### src/rtl/opb_regbank_ppc2simulink.sv
// opb_regbank_ppc2simulink
// OPB slave register bank that exposes C_NUM_REGS user registers to fabric
// logic. Every accepted transfer runs IDLE -> XFER -> RECOVER. The acknowledge
// and any read data appear only in the XFER cycle.
//
// Optional feature macro: OPB_REGBANK_SHADOW_COMMIT_EN
//   When defined, the registers are double-buffered. Writes land in shadow
//   registers and mark them dirty. A commit write to C_BASEADDR + 4*C_NUM_REGS
//   with DBus[31]=1 under BE[3] publishes all shadows at once.
//
// state   | meaning
// IDLE    | waiting for an address hit; the only state that accepts a transfer
// XFER    | acknowledge cycle; a write already took effect on the entering edge
// RECOVER | dead cycle so that a still-asserted select is not re-accepted
module opb_regbank_ppc2simulink #(
    parameter logic [31:0] C_BASEADDR    = 32'h01188800,
    parameter logic [31:0] C_HIGHADDR    = 32'h011888FF,
    parameter int          C_OPB_AWIDTH  = 32,
    parameter int          C_OPB_DWIDTH  = 32,
    parameter              C_FAMILY      = "virtex6",
    parameter int          C_NUM_REGS    = 4,
    parameter int          C_REG_WIDTH   = 32,
    parameter logic [31:0] C_RESET_VALUE = 32'h0
) (
    input  logic                              OPB_Clk,
    input  logic                              OPB_Rst,
    input  logic [0:C_OPB_AWIDTH-1]           OPB_ABus,
    input  logic [0:C_OPB_DWIDTH/8-1]         OPB_BE,
    input  logic [0:C_OPB_DWIDTH-1]           OPB_DBus,
    input  logic                              OPB_RNW,
    input  logic                              OPB_select,
    input  logic                              OPB_seqAddr,
    output logic [0:C_OPB_DWIDTH-1]           Sl_DBus,
    output logic                              Sl_xferAck,
    output logic                              Sl_errAck,
    output logic                              Sl_retry,
    output logic                              Sl_toutSup,
    output logic [C_NUM_REGS*C_REG_WIDTH-1:0] user_data_out,
    output logic [C_NUM_REGS-1:0]             user_wr_stb
);

    typedef enum logic [1:0] {
        ST_IDLE    = 2'd0,
        ST_XFER    = 2'd1,
        ST_RECOVER = 2'd2
    } state_t;

    // The family only matters to the tool flow; it has no effect on the logic.
    localparam int          lp_unused_family_bits = $bits(C_FAMILY);
    localparam logic [31:0] LP_WMASK = 32'((64'd1 << C_REG_WIDTH) - 64'd1);
    localparam logic [C_REG_WIDTH-1:0] LP_RST = C_RESET_VALUE[C_REG_WIDTH-1:0];

    state_t r_state;
    state_t w_state_next;

    logic [31:0] w_addr;
    logic [31:0] w_offset;
    logic [29:0] w_idx;
    logic [31:0] w_wdata;
    logic [3:0]  w_be;
    logic [31:0] w_bmask;
    logic        w_hit;
    logic        w_accept;
    logic        w_wr_eff;
    logic [C_NUM_REGS-1:0] w_sel;
    logic [31:0] w_merge [C_NUM_REGS];
    logic [31:0] w_rdata;
    logic [31:0] w_dbus;
    logic        w_xfer_ack;
    logic        w_unused;

    logic                   r_rnw;
    logic [31:0]            r_rdata;
    logic [C_NUM_REGS-1:0]  r_wr_stb;
    logic [C_REG_WIDTH-1:0] r_reg [C_NUM_REGS];
`ifdef OPB_REGBANK_SHADOW_COMMIT_EN
    logic [C_REG_WIDTH-1:0] r_out [C_NUM_REGS];
    logic [C_NUM_REGS-1:0]  r_dirty;
    logic                   w_commit_sel;
    logic                   w_commit;
`endif

    function automatic logic [31:0] f_ext(input logic [C_REG_WIDTH-1:0] v);
        f_ext = '0;
        f_ext[C_REG_WIDTH-1:0] = v;
    endfunction

    // OPB bit 0 is the MSB, so a plain cast puts DBus[31] at bit 0 here.
    assign w_addr   = 32'(OPB_ABus);
    assign w_wdata  = 32'(OPB_DBus);
    assign w_be     = 4'(OPB_BE);
    assign w_offset = w_addr - C_BASEADDR;
    assign w_idx    = w_offset[31:2];
    assign w_hit    = OPB_select && (w_addr >= C_BASEADDR) && (w_addr <= C_HIGHADDR);
    assign w_accept = w_hit && (r_state == ST_IDLE);
    assign w_bmask  = {{8{w_be[3]}}, {8{w_be[2]}}, {8{w_be[1]}}, {8{w_be[0]}}} & LP_WMASK;
    // A write with no enabled byte inside the register width changes nothing.
    assign w_wr_eff = !OPB_RNW && (w_bmask != 32'h0);
    assign w_unused = ^{OPB_seqAddr, w_offset[1:0]};

    // Register decode, byte merge and read-data selection.
    always_comb begin
        w_sel   = '0;
        w_rdata = '0;
        for (int i = 0; i < C_NUM_REGS; i++) begin
            w_sel[i]   = (w_idx == 30'(i));
            w_merge[i] = (f_ext(r_reg[i]) & ~w_bmask) | (w_wdata & w_bmask);
            if (w_sel[i]) begin
                w_rdata = f_ext(r_reg[i]);
            end
        end
`ifdef OPB_REGBANK_SHADOW_COMMIT_EN
        w_commit_sel = (w_idx == 30'(C_NUM_REGS));
        w_commit     = !OPB_RNW && w_commit_sel && w_be[0] && w_wdata[0];
        if (w_commit_sel) begin
            w_rdata[C_NUM_REGS-1:0] = r_dirty;
        end
`endif
    end

    // FSM state register.
    always_ff @(posedge OPB_Clk) begin
        if (OPB_Rst) begin
            r_state <= ST_IDLE;
        end else begin
            r_state <= w_state_next;
        end
    end

    // FSM next-state logic.
    always_comb begin
        w_state_next = r_state;
        case (r_state)
            ST_IDLE:    if (w_hit) w_state_next = ST_XFER;
            ST_XFER:    w_state_next = ST_RECOVER;
            ST_RECOVER: w_state_next = ST_IDLE;
            default:    w_state_next = ST_IDLE;
        endcase
    end

    // FSM outputs: ack and read data only while in XFER, zero otherwise.
    always_comb begin
        w_xfer_ack = 1'b0;
        w_dbus     = '0;
        if (r_state == ST_XFER) begin
            w_xfer_ack = 1'b1;
            if (r_rnw) begin
                w_dbus = r_rdata;
            end
        end
    end

    // Register file update on the edge that enters XFER.
    always_ff @(posedge OPB_Clk) begin
        if (OPB_Rst) begin
            r_rnw    <= 1'b0;
            r_rdata  <= '0;
            r_wr_stb <= '0;
            for (int i = 0; i < C_NUM_REGS; i++) begin
                r_reg[i] <= LP_RST;
`ifdef OPB_REGBANK_SHADOW_COMMIT_EN
                r_out[i] <= LP_RST;
`endif
            end
`ifdef OPB_REGBANK_SHADOW_COMMIT_EN
            r_dirty <= '0;
`endif
        end else begin
            r_wr_stb <= '0;
            if (w_accept) begin
                r_rnw   <= OPB_RNW;
                r_rdata <= w_rdata;
                for (int i = 0; i < C_NUM_REGS; i++) begin
                    if (w_wr_eff && w_sel[i]) begin
                        r_reg[i] <= w_merge[i][C_REG_WIDTH-1:0];
`ifdef OPB_REGBANK_SHADOW_COMMIT_EN
                        r_dirty[i] <= 1'b1;
`else
                        r_wr_stb[i] <= 1'b1;
`endif
                    end
                end
`ifdef OPB_REGBANK_SHADOW_COMMIT_EN
                // Commit decodes to its own address, so it never coincides
                // with a shadow write.
                if (w_commit) begin
                    for (int i = 0; i < C_NUM_REGS; i++) begin
                        r_out[i] <= r_reg[i];
                    end
                    r_wr_stb <= r_dirty;
                    r_dirty  <= '0;
                end
`endif
            end
        end
    end

    for (genvar g = 0; g < C_NUM_REGS; g++) begin : g_out
`ifdef OPB_REGBANK_SHADOW_COMMIT_EN
        assign user_data_out[g*C_REG_WIDTH +: C_REG_WIDTH] = r_out[g];
`else
        assign user_data_out[g*C_REG_WIDTH +: C_REG_WIDTH] = r_reg[g];
`endif
    end

    assign user_wr_stb = r_wr_stb;
    assign Sl_DBus     = C_OPB_DWIDTH'(w_dbus);
    assign Sl_xferAck  = w_xfer_ack;
    assign Sl_errAck   = 1'b0;
    assign Sl_retry    = 1'b0;
    assign Sl_toutSup  = 1'b0;

endmodule

### config.mk
export PLATFORM = sky130hd
export DESIGN_NAME = opb_regbank_ppc2simulink
export DESIGN_NICKNAME = d
export VERILOG_FILES = /design/src/rtl/opb_regbank_ppc2simulink.sv
export SDC_FILE = /design/constraint.sdc
export NUM_CORES = 1
export LEC_CHECK = 0
export BUFFER_PORTS_ARGS = -buffer_cell sky130_fd_sc_hd__buf_2
export CAP_MARGIN = 0
export CORE_UTILIZATION = 30
export CTS_BUF_LIST = sky130_fd_sc_hd__clkbuf_4 sky130_fd_sc_hd__clkbuf_8
export DETAILED_ROUTE_END_ITERATION = 16
export HOLD_SLACK_MARGIN = 0.02
export PLACE_DENSITY_LB_ADDON = 0.25
export SLEW_MARGIN = 20
export SYNTH_ARGS = -nofsm -noshare
export SYNTH_HDL_FRONTEND = slang
export SYNTH_SLANG_ARGS = --single-unit
export TNS_END_PERCENT = 1
### constraint.sdc
create_clock -name OPB_Clk -period 10.4 [get_ports OPB_Clk]
set_input_delay 0 -clock OPB_Clk [delete_from_list [all_inputs] [get_ports OPB_Clk]]
set_output_delay 0 -clock OPB_Clk [all_outputs]
set_load 0.03 [all_outputs]
# [Word level (Yosys, flattened, before mapping)]
# Memories as Yosys holds them, arrays and structs flattened.
# Cells that the tools add are included.
# Widths: inputs -> output; s select.
[totals] wordCells=72 memories=1 ram_bits=128 regBits=39 in_bits=73
[mem_list] memory="r_reg" words=4 width=32 rd=4 rd_ports_with_merged_regs=0 wr=4 line_no="75" source="logic [C_REG_WIDTH-1:0] r_reg [C_NUM_REGS];"
[classes] n_reduce_logical=13 bitwise=15 add_sub_neg=1 muxes=31 order_cmp=2 n_eq_ne=5
[ops] cell="$mux 32" count=10
[ops] cell="$and 32x32->32" count=5
[ops] cell="$or 32x32->32" count=4
[ops] cell="$eq 30x2->1 const B" count=2
[ops] cell="$ge 32x25->1 const B" count=1
[ops] cell="$le 32x25->1 const B" count=1
[ops] cell="$not 32->32" count=1
[ops] cell="$reduce_bool 32->1" count=1
[ops] cell="$sub 32x25->32 const B" count=1
[ops] cell="$eq 30x1->1 const B" count=1
[ops] cell="$logic_not 30->1" count=1
[ops] cell="$mux 1" count=19
[ops] cell="$logic_and 1x1->1" count=8
[ops] cell="$or 1x1->1" count=4
[ops] cell="$pmux 2 s2" count=1
[ops] cell="$eq 2x1->1 const B" count=1
[ops] cell="$logic_not 2->1" count=1
[ops] cell="$mux 2" count=1
[ops] cell="$ne 2x2->1 const B" count=1
[ops] cell="$reduce_or 2->1" count=1
[ops] cell="$logic_not 1->1" count=1
[ops] cell="$not 1->1" count=1

# [Logic depth before layout (Yosys ltp)]
# Gate-level depths: netlist (run 1).
[depth] ltp_word=8 mapped_depth=9 mapped_depth_nobuf=6

# [Worst setup path after synthesis (run 1)]
# Ideal clock, no wire load.
[synth_path] path_type="input to register" startpoint="in OPB_ABus[8] (netlist name)" endpoint="mem r_reg[0][0] (enable)" setup_time_ns=0.510 setup_slack_ns=5.059 cell_stages=5 arrival_time_ns=4.830 required_time_ns=9.890 path_cell_list="or4b_4 or3_1 or3_4 buf_4 o41ai_1"
[synth_lines] item="start: declaration" line_no="27" source="input logic [0:C_OPB_AWIDTH-1] OPB_ABus,"
[synth_lines] item="end: declaration" line_no="75"

==> flow_summary.json, run 1 <==
{
  "status": "completed",
  "io-pin-count": 241,
  "grt_pass1_wl_um": 46700,
  "power.internal_uw": 1030,
  "path_class": "primary input to flip-flop",
  "ys_seq_elements": 167,
  "switching_share_pct": 28.9,
  "slew_headroom_pct": 24.3,
  "rsz0062_at_grt": "false",
  "finalCriticalPeriod_ns": 2.82,
  "hpwl_um": 19300,
  "die_w_um": 176,
  "clockBufferDepth": 2,
  "finalSetupTns_ns": 0,
  "fin_nets": 1017,
  "hold_buffers": 34,
  "drt-total-wl_um": 31200,
  "cp_slowest_cell": "buf_4",
  "cp.required_ns": 10.59,
  "initial_core_util_pct": 30.5,
  "drc": 0,
  "path_delay_family": "buffers and inverters",
  "first_pass_iters": 5,
  "worstSkewPairLatency_ns": 0.49,
  "clockPowerShare_pct": 34.4,
  "drv_slew": 0,
  "ys_top_cells_by_area": "edfxtp_1, mux2i_1, nor4_1",
  "grt_antenna_before_repair": 0,
  "hp-class": "primary input to flip-flop",
  "cts_buffers": 17,
  "power.density_mw_per_mm2": 130,
  "fmax_mhz": 354,
  "drt_iter0_markers": 544,
  "dp_slack_ns": 7.15,
  "hold_violations": 0,
  "layout_commonest_cell": "buf_2",
  "timing.hold.ws_ns": 0.129,
  "ant_nets": 0,
  "setup_viol": 0,
  "vias": 7400,
  "cp_max_fo": 94,
  "syn_inst": 735,
  "clkSinkCount": 167,
  "yosysTopAreaCellShare_pct": 42.5,
  "grt_use_total_pct": 20.3,
  "drv_cap": 0,
  "htreeDepth": 4,
  "final.setup.worst_slack_ns": 7.58,
  "crit_buf_inv": 3,
  "timing.final.crit_share_pct": 27.2,
  "syn_area_per_cell_um2": 12.3,
  "p_leak_uw": 0.00442,
  "gp_congestion": 0.763,
  "fin_worst_skew_ns": 0.0149,
  "power_frac_seq_pct": 51.5,
  "via_per_inst": 5.50,
  "cp-end-kind": "flip-flop",
  "synth_seq_area_share_pct": 51.1,
  "worst_pin_slew_ns": 1.13,
  "cts-root-buf": "clkbuf_8",
  "grt_pass1_vias": 7152,
  "yosys_warnings": 0,
  "dieHeight_um": 176,
  "cts_tree": "built",
  "cpPeakStageDelay_ns": 0.93,
  "ctsResizeCount": 0,
  "final_core_util_pct": 37.7,
  "area_growth_pct": 23.4,
  "layout_common_cells": "buf_2, nor4_1, mux2i_1, edfxtp_1, dfxtp_1",
  "yosysTopAreaCell": "edfxtp_1",
  "row_count": 63,
  "port_buffers": 234,
  "combPwrFrac_pct": 14.2,
  "grt_start_max_net_pins": 96,
  "post_synth_instance_area_mm2": 0.00905,
  "core_area_mm2": 0.0296,
  "die_area_mm2": 0.0309,
  "cts_setup_buffers": 0,
  "globalRoute.totalOverflow": 0,
  "antenna_cells": 0,
  "switching_power_uw": 420,
  "wl_per_cell_um": 23.2,
  "peakVddDrop_uv": 60.2,
  "synth_cell_type_count": 37,
  "start_kind": "primary input",
  "crit_arrival_ns": 3.02,
  "largest_reg_flops": 128,
  "clk_pin_slew_worst_paths_ns": 0.10,
  "timing.reg2reg.setup_slack_ns": 7.61,
  "crit_chain": "buf_2 -> nor4_1 -> nor2_1 -> nand4_1 -> buf_4 -> buf_4 -> nor4_1",
  "drive_above_1_share_pct": 34.2
}
[logic make-up after synthesis]
| kind of cell | after synthesis | synth area share (%) |
|---|---|---|
| muxes | 160 | 22.1 |
| DFF | 167 | 51.1 |
| AOI/OAI and AO/OA | 40 | 3.76 |
| buffers and inverters | 131 | 6.80 |
| adders and majority gates | 1 | 0.138 |
| other | 1 | 0.0415 |
| xor gates and xnor gates | 1 | 0.0968 |
| and+or+nand+nor | 234 | 15.9 |
[power by group through the flow]
stage               combinational [uW]  sequential [uW]  clock [uW]
floorplan                         84.7              798           0
global placement                   196              763           0
detailed placement                 196              763           0
CTS                                207              748         511
global route                       218              751         534
finish                             206              748         500
[worst register-to-register path, stage by stage, from the launching register on]
cell and delay, ns:
dfxtp_1 0.36, nor4b_1 0.29, nand3_1 0.15, or3_4 0.59
o31ai_4 0.67, buf_4 0.40
[cell usage after synthesis (all sizes together)]
library cell  count
nor2b             1
or3               4
nor4b             4
mux2i           128
o211a             1
o41ai             2
inv              36
xor2              1
nor4bb            2
nor2              3
or4b              3
o32ai            32
nor4            133
nor3              7
and2              2
dfxtp            39
nand3            36
nand2             4
clkbuf           65
and4              1
o31ai             3
buf              30
a21oi             2
mux4             32
and3             32
edfxtp          128
ha                1
nand4             2
conb              1
[path summary, 6_finish.rpt]
| kind | from | endpoint | cells after the start |
|---|---|---|---|
| setup / recovery | OPB_BE[1] | r_reg[2][6]$_SDFFCE_PN0P_ | 7 |
| setup reg to reg | r_state[1]$_SDFFE_PP0P_ | r_reg[1][22]$_SDFFCE_PN0P_ | 5 |
| hold / removal | OPB_Rst | r_state[0]$_SDFFE_PP0P_ | 2 |
| hold reg to reg | r_rdata[30]$_SDFFE_PP0P_ | r_rdata[30]$_SDFFE_PP0P_ | 2 |
[per-stage QoR]
step                      total power, uW  area, um^2  std cells
after floorplan                       883        9050        737
after global placement                959       10400       1279
after detailed placement              959       10400       1280
after CTS                            1470       11200       1346
after global routing                 1500       11200       1346
final                                1450       11200       1346
[cell type report]
type	count	area, um^2
timing repair buffer	282	1620
clock buffer	19	255
tap	390	488
inverter	36	135
fill	2981	18500
clock inverter	13	145
sequential	167	4620
multi-input combinational	439	3890
[metal layers]
metal | up-vias | routed length (um) | global-route usage, %
met3 | 27 | 1750 | 3.94
met1 | 3755 | 15200 | 30.1
met4 | 0 | 440 | 5.47
li1 | 3367 | - | -
met5 | - | 0 | 0
met2 | 251 | 13900 | 29.7
(Power assumes the default switching activity.)
==> inputs of run 2 (changes only) <==
--- a/config.mk
+++ b/config.mk
@@ -5,6 +5,7 @@
 export SDC_FILE = /design/constraint.sdc
 export NUM_CORES = 1
 export LEC_CHECK = 0
+export ABC_AREA = 1
 export BUFFER_PORTS_ARGS = -buffer_cell sky130_fd_sc_hd__buf_2
 export CAP_MARGIN = 0
 export CORE_UTILIZATION = 30
==> constraint.sdc (replaced) <==
create_clock -name OPB_Clk -period 2.9 [get_ports OPB_Clk]
set_input_delay 0 -clock OPB_Clk [delete_from_list [all_inputs] [get_ports OPB_Clk]]
set_output_delay 0 -clock OPB_Clk [all_outputs]
set_load 0.03 [all_outputs]
==> run 2 against run 1 <==
Critical path depth increased by 9. Worst hold slack lost 0.077 ns. Via count grew 29%. Final cell count grew 34%. Critical endpoint is now r_reg[0][16]$_SDFFCE_PN0P_. Largest cell class unchanged. Largest power group unchanged. Highest routed layer unchanged.
==> flow_summary.json, run 2 <==
{
  "initial_core_util_pct": 30.8,
  "drv_cap": 0,
  "rr_worst_depth": 9,
  "multi_input_area_mm2": 0.00419,
  "regArea_mm2": 0.00463,
  "grt_pass1_wl_um": 53200,
  "report.power.total_uw": 5040,
  "via_per_inst": 5.27,
  "setup_viol": 0,
  "ys_async_sr_fraction_pct": 0,
  "holdPathStages": 6,
  "cp.required_ns": 3.07,
  "globalRoute.totalOverflow": 0,
  "port_buffers": 236,
  "clk_pin_slew_worst_paths_ns": 0.10,
  "slew_headroom_pct": 26.9,
  "cts_buffers": 17,
  "yosysTopAreaCellShare_pct": 40.4,
  "fillCellCount": 3255,
  "cp-end-kind": "flip-flop",
  "drt_iter0_markers": 722,
  "timing.final.crit_share_pct": 93.1,
  "fin_nets": 1473,
  "grt_start_max_net_pins": 69,
  "rsz0062_at_grt": "false",
  "grt_pass1_vias": 8882,
  "row_count": 64,
  "synth_top_flop_cell": "edfxtp_1",
  "hold_violations": 0,
  "drt-total-wl_um": 34600,
  "worstSkewPairLatency_ns": 0.46,
  "status": "completed",
  "cp_common_cell": "nand2_1",
  "htreeDepth": 4,
  "grt_use_total_pct": 21.3,
  "first_pass_iters": 5,
  "grt_antenna_before_repair": 0,
  "path_class": "primary input to flip-flop",
  "yosysTopAreaCell": "edfxtp_1",
  "cp_slowest_cell": "dlygate4sd3_1",
  "cpPeakStageDelay_ns": 0.53,
  "cts_tree": "built",
  "drive_above_1_share_pct": 26.8,
  "cts_setup_buffers": 0,
  "synth_cell_type_count": 38,
  "yosys_warnings": 0,
  "gp_congestion": 0.851,
  "fmax_mhz": 370,
  "placed_cells": 1745,
  "clkSinkCount": 167,
  "drc": 0,
  "crit_arrival_ns": 2.87,
  "drv_slew": 0,
  "post_synth_instance_area_mm2": 0.00951,
  "fin_worst_skew_ns": 0.0123,
  "ant_nets": 0,
  "finalNonFillerCells": 1810,
  "cp_max_fo": 17,
  "crit_chain": "dlygate4sd3_1 -> buf_2 -> inv_1 -> ha_2 -> nand2_1 -> nand2_2 -> nand2_2 -> nand2_1 -> xor2_1 -> nand2_1 -> nor4_2 -> nand3b_1 -> nor2_2 -> nand2_1 -> o21ai_4 -> buf_12",
  "syn_inst": 1168,
  "yosysMostFrequentCell": "nand2_1",
  "hp-class": "primary input to flip-flop",
  "worst_pin_slew_ns": 1.10,
  "p_leak_uw": 0.00484,
  "cts-root-buf": "clkbuf_8",
  "layout_commonest_cell": "buf_2",
  "ys_top_cells_by_area": "edfxtp_1, nand4_1, a21oi_1",
  "dieHeight_um": 180,
  "wl_per_cell_um": 19.1,
  "finalSetupTns_ns": 0,
  "clockBufferDepth": 2,
  "hpwl_um": 23600,
  "synthTopCellsByCount": "nand2_1, nor2_1, nand4_1",
  "area_growth_pct": 24.3,
  "core_area_mm2": 0.0309,
  "die_w_um": 180,
  "start_kind": "primary input",
  "power.density_mw_per_mm2": 426,
  "peakVddDrop_uv": 195,
  "vias": 9538,
  "finalCriticalPeriod_ns": 2.70,
  "die_area_mm2": 0.0324,
  "ys_seq_elements": 167,
  "layout_common_cells": "buf_2, nand2_1, nor2_1, nand4_1, a21oi_1",
  "io-pin-count": 241,
  "synth-edff-count": 128,
  "synth_seq_area_share_pct": 48.6,
  "largest_reg_flops": 128,
  "syn_area_per_cell_um2": 8.14
}
run 2: cell count changes after synthesis, moves of 127 or more:
| cell | change |
|---|---|
| mux2i_1 | -128 |
| nor4_1 | -127 |
| nor2_1 | +174 |
| a21oi_1 | +162 |
| nand2_1 | +203 |
| nand4_1 | +169 |
run 2: worst paths after layout:
kind | endpoint | slack [ns] | from
worst max-delay path | r_reg[0][16]$_SDFFCE_PN0P_ | 0.20 | OPB_ABus[20]
worst min-delay path | r_state[0]$_SDFFE_PP0P_ | 0.05 | OPB_ABus[23]
worst max register to register | r_reg[0][23]$_SDFFCE_PN0P_ | 0.76 | r_state[1]$_SDFFE_PP0P_
worst min register to register | r_rdata[28]$_SDFFE_PP0P_ | 0.47 | r_rdata[28]$_SDFFE_PP0P_
run 2: logic make-up after synthesis:
group / share of synthesized area [%]
buffers and inverters: 8.21
adder cells (fa/ha/maj): 0.132
AO/OA/AOI/OAI: 9.53
other: 0.0394
XOR/XNOR: 0.368
AND/OR/NAND/NOR: 33.1
flip-flops: 48.6
run 2: final cells by class:
type                    count  area share [%]
well taps                 396            4.19
multi-input cells         836            35.5
repair buffers            299            15.4
flip-flops and latches    167            39.1
diodes                      2          0.0423
clock buffers              17            1.98
inverters                  78            2.52
clock inverters            15            1.32
run 2: worst max-delay path: cells and delay by family:
kind                     cells  cell delay (ns)
AO/OA/AOI/OAI                1             0.21
XOR/XNOR                     1             0.21
adder cells (fa/ha/maj)      1             0.24
buffers and inverters        4             0.99
AND/OR/NAND/NOR              9             1.20
run 2: report_power, final:
group          leakage, uW  internal [uW]  switching [uW]
clock network     0.000198            646            1040
registers          0.00163           2630            61.3
logic              0.00300            204             464
total              0.00484           3480            1560
run 2: routing by layer:
metal | GRT usage, % | part of all wire, %
met1 | 28.9 | 45
met2 | 35.1 | 47
met3 | 3.31 | 6.8
met4 | 6.09 | 1.7
met5 | 0 | 0
run 2: metrics by stage:
step                setup WS (ns)  hold WS [ns]  utilization [%]  cell area, um^2
global placement            0.301         0.327             35.9            11100
global route               0.0116        0.0677             38.2            11800
detailed placement          0.250         0.342             35.9            11100
finish                      0.199        0.0528             38.2            11800
floorplan                   0.230         0.215                -             9520
CTS                         0.193        0.0207             38.2            11800
run 2: what timing repair did:
item / 4_1_cts / 5_1_grt
endpoints found under the setup margin: 0 / 49
hold buffers: 31 / 0
gates resized for setup: 0 / 4
hold endpoints to repair: 116 / 0
==> inputs of run 3 (changes only) <==
--- a/config.mk
+++ b/config.mk
@@ -9,7 +9,6 @@
 export BUFFER_PORTS_ARGS = -buffer_cell sky130_fd_sc_hd__buf_2
 export CAP_MARGIN = 0
 export CORE_UTILIZATION = 30
-export CTS_BUF_LIST = sky130_fd_sc_hd__clkbuf_4 sky130_fd_sc_hd__clkbuf_8
 export DETAILED_ROUTE_END_ITERATION = 16
 export HOLD_SLACK_MARGIN = 0.02
 export PLACE_DENSITY_LB_ADDON = 0.25
==> run 3 against run 2 <==
Sequential power hardly changed. Clock-buffer cell count stayed put. Fmax is 20% higher. Routed wire length is 1.3% lower. First-iteration DRC count is 7.2% higher. Power is 11% higher. Critical path depth is 1 lower. Critical endpoint is now r_rdata[16]$_SDFFE_PP0P_. Largest cell class unchanged.
==> flow_summary.json, run 3 (synthesis results as in run 2) <==
{
  "status": "completed",
  "design_area_mm2": 0.0117,
  "cp_max_fo": 68,
  "cpPeakStageDelay_ns": 0.56,
  "peakVddDrop_uv": 272,
  "largest_reg_flops": 128,
  "cp.required_ns": 3.26,
  "hold_violations": 0,
  "crit_chain": "buf_2 -> inv_1 -> ha_1 -> nand2_1 -> nand2_2 -> nand2_2 -> xor2_1 -> a21oi_1 -> nand3_1 -> nor2_4 -> buf_4 -> nand4_1 -> nand4_1 -> nand2_1 -> a21oi_1",
  "hpwl_um": 23600,
  "drv_cap": 0,
  "crit_buf_inv": 3,
  "p_leak_uw": 0.00481,
  "cts_setup_buffers": 0,
  "holdPathStages": 5,
  "wl_per_cell_um": 19.2,
  "drv_slew": 0,
  "power.internal_uw": 3960,
  "clk_pin_slew_worst_paths_ns": 0.08,
  "grt_use_total_pct": 21.1,
  "path_delay_family": "simple AND/OR/NAND/NOR gates",
  "clockPowerShare_pct": 40.5,
  "fin_worst_skew_ns": 0.0105,
  "port_buffers": 236,
  "cp_slowest_cell": "buf_4",
  "layout_common_cells": "buf_2, nand2_1, nor2_1, nand4_1, a21oi_1",
  "core_area_mm2": 0.0309,
  "rsz0062_at_grt": "false",
  "io-pin-count": 241,
  "clkSinkCount": 167,
  "clockBufferDepth": 2,
  "globalRoute.totalOverflow": 0,
  "worst_pin_slew_ns": 1.06,
  "cts_tree": "built",
  "gp_congestion": 0.851,
  "power_frac_seq_pct": 48.1,
  "hp-class": "primary input to flip-flop",
  "rr_worst_depth": 9,
  "setup_viol": 0,
  "switching_share_pct": 29.1,
  "cp-end-kind": "flip-flop",
  "combPwrFrac_pct": 11.4,
  "grt_antenna_before_repair": 1,
  "drc": 0,
  "layout_commonest_cell": "buf_2",
  "slew_headroom_pct": 29.0,
  "die_area_mm2": 0.0324,
  "start_kind": "primary input",
  "placedInstanceArea_mm2": 0.0111,
  "hold_buffers": 3,
  "grt_pass1_wl_um": 52500,
  "cts_buffers": 17,
  "area_growth_pct": 23.2,
  "htreeDepth": 4,
  "ctsResizeCount": 0,
  "finalSetupTns_ns": 0,
  "cts-root-buf": "clkbuf_16",
  "fin_nets": 1445,
  "grt_start_max_net_pins": 69,
  "drive_above_1_share_pct": 27.2,
  "first_pass_iters": 5,
  "via_per_inst": 5.27,
  "dieHeight_um": 180,
  "drt_iter0_markers": 774,
  "crit_arrival_ns": 2.61,
  "dp_slack_ns": 0.250,
  "grt_pass1_vias": 8729,
  "cp.depth": 15,
  "worstSkewPairLatency_ns": 0.43,
  "row_count": 64,
  "fmax_mhz": 444,
  "switching_power_uw": 1630,
  "timing.final.crit_share_pct": 77.6,
  "path_class": "primary input to flip-flop",
  "power.density_mw_per_mm2": 477,
  "ant_nets": 0,
  "drt-total-wl_um": 34200,
  "finalCriticalPeriod_ns": 2.25,
  "final.setup.worst_slack_ns": 0.650,
  "die_w_um": 180,
  "vias": 9386,
  "initial_core_util_pct": 30.8
}
==> run 3: cell count changes in the layout (fill, tap and decap cells not counted), sizes merged <==
cell and delta:
dlygate4sd3 -28, diode -1
==> run 3: final cells by class <==
cell class | count | area [um^2]
antenna | 1 | 2.50
clock buffer | 17 | 425
clock inverter | 15 | 156
fill | 3255 | 19200
inverter | 78 | 298
multi-input combinational | 836 | 4180
sequential | 167 | 4630
tap | 396 | 495
timing repair buffer | 271 | 1530
==> run 3: worst reg2reg max path: stages (launching register included) <==
cell     delay (ns)
dfxtp_1        0.31
or2_2          0.33
nor4_2         0.29
nand2_2        0.14
nor2_1         0.16
nand2_1        0.13
inv_1          0.11
nand4_4        0.11
buf_4          0.27
nor2_2         0.14
==> run 3: per-stage QoR <==
stage	util [%]	power [uW]	instances	hold slack [ns]
3_3_place_gp	35.9	3370	1745	0.327
3_5_place_dp	35.9	3370	1745	0.342
4_1_cts	37.9	5620	1780	0.0265
2_1_floorplan	-	3130	1170	0.215
5_1_grt	37.9	5780	1780	0.0565
6_report	37.9	5590	1781	0.0367
==> run 3: metal layers <==
metal  vias up  global-route usage (%)  share of wire, %  routed length, um
li1       4493                       -                 -                  -
met1      4477                    28.7                45              15400
met2       376                    34.4                47              15900
met3        38                    3.72               6.8               2310
met4         2                    5.61               1.6                541
met5         -                       0             0.038                 13
==> run 3: path summary, 6_finish.rpt <==
check                               end                      from  slack (ns)
max            r_rdata[16]$_SDFFE_PP0P_              OPB_ABus[20]        0.65
max reg2reg   r_reg[0][8]$_SDFFCE_PN0P_   r_state[1]$_SDFFE_PP0P_        0.77
min reg2reg    r_rdata[28]$_SDFFE_PP0P_  r_rdata[28]$_SDFFE_PP0P_        0.47
min          r_reg[2][20]$_SDFFCE_PN0P_              OPB_DBus[11]        0.04
==> run 3: power by group through the flow <==
| stage | Clock [uW] | Combinational, uW | Sequential, uW |
|---|---|---|---|
| final | 2260 | 636 | 2690 |
| after global routing | 2390 | 693 | 2700 |
| after CTS | 2290 | 637 | 2690 |
| after detailed placement | 0 | 631 | 2740 |
| after global placement | 0 | 628 | 2740 |
| after floorplan | 0 | 272 | 2850 |
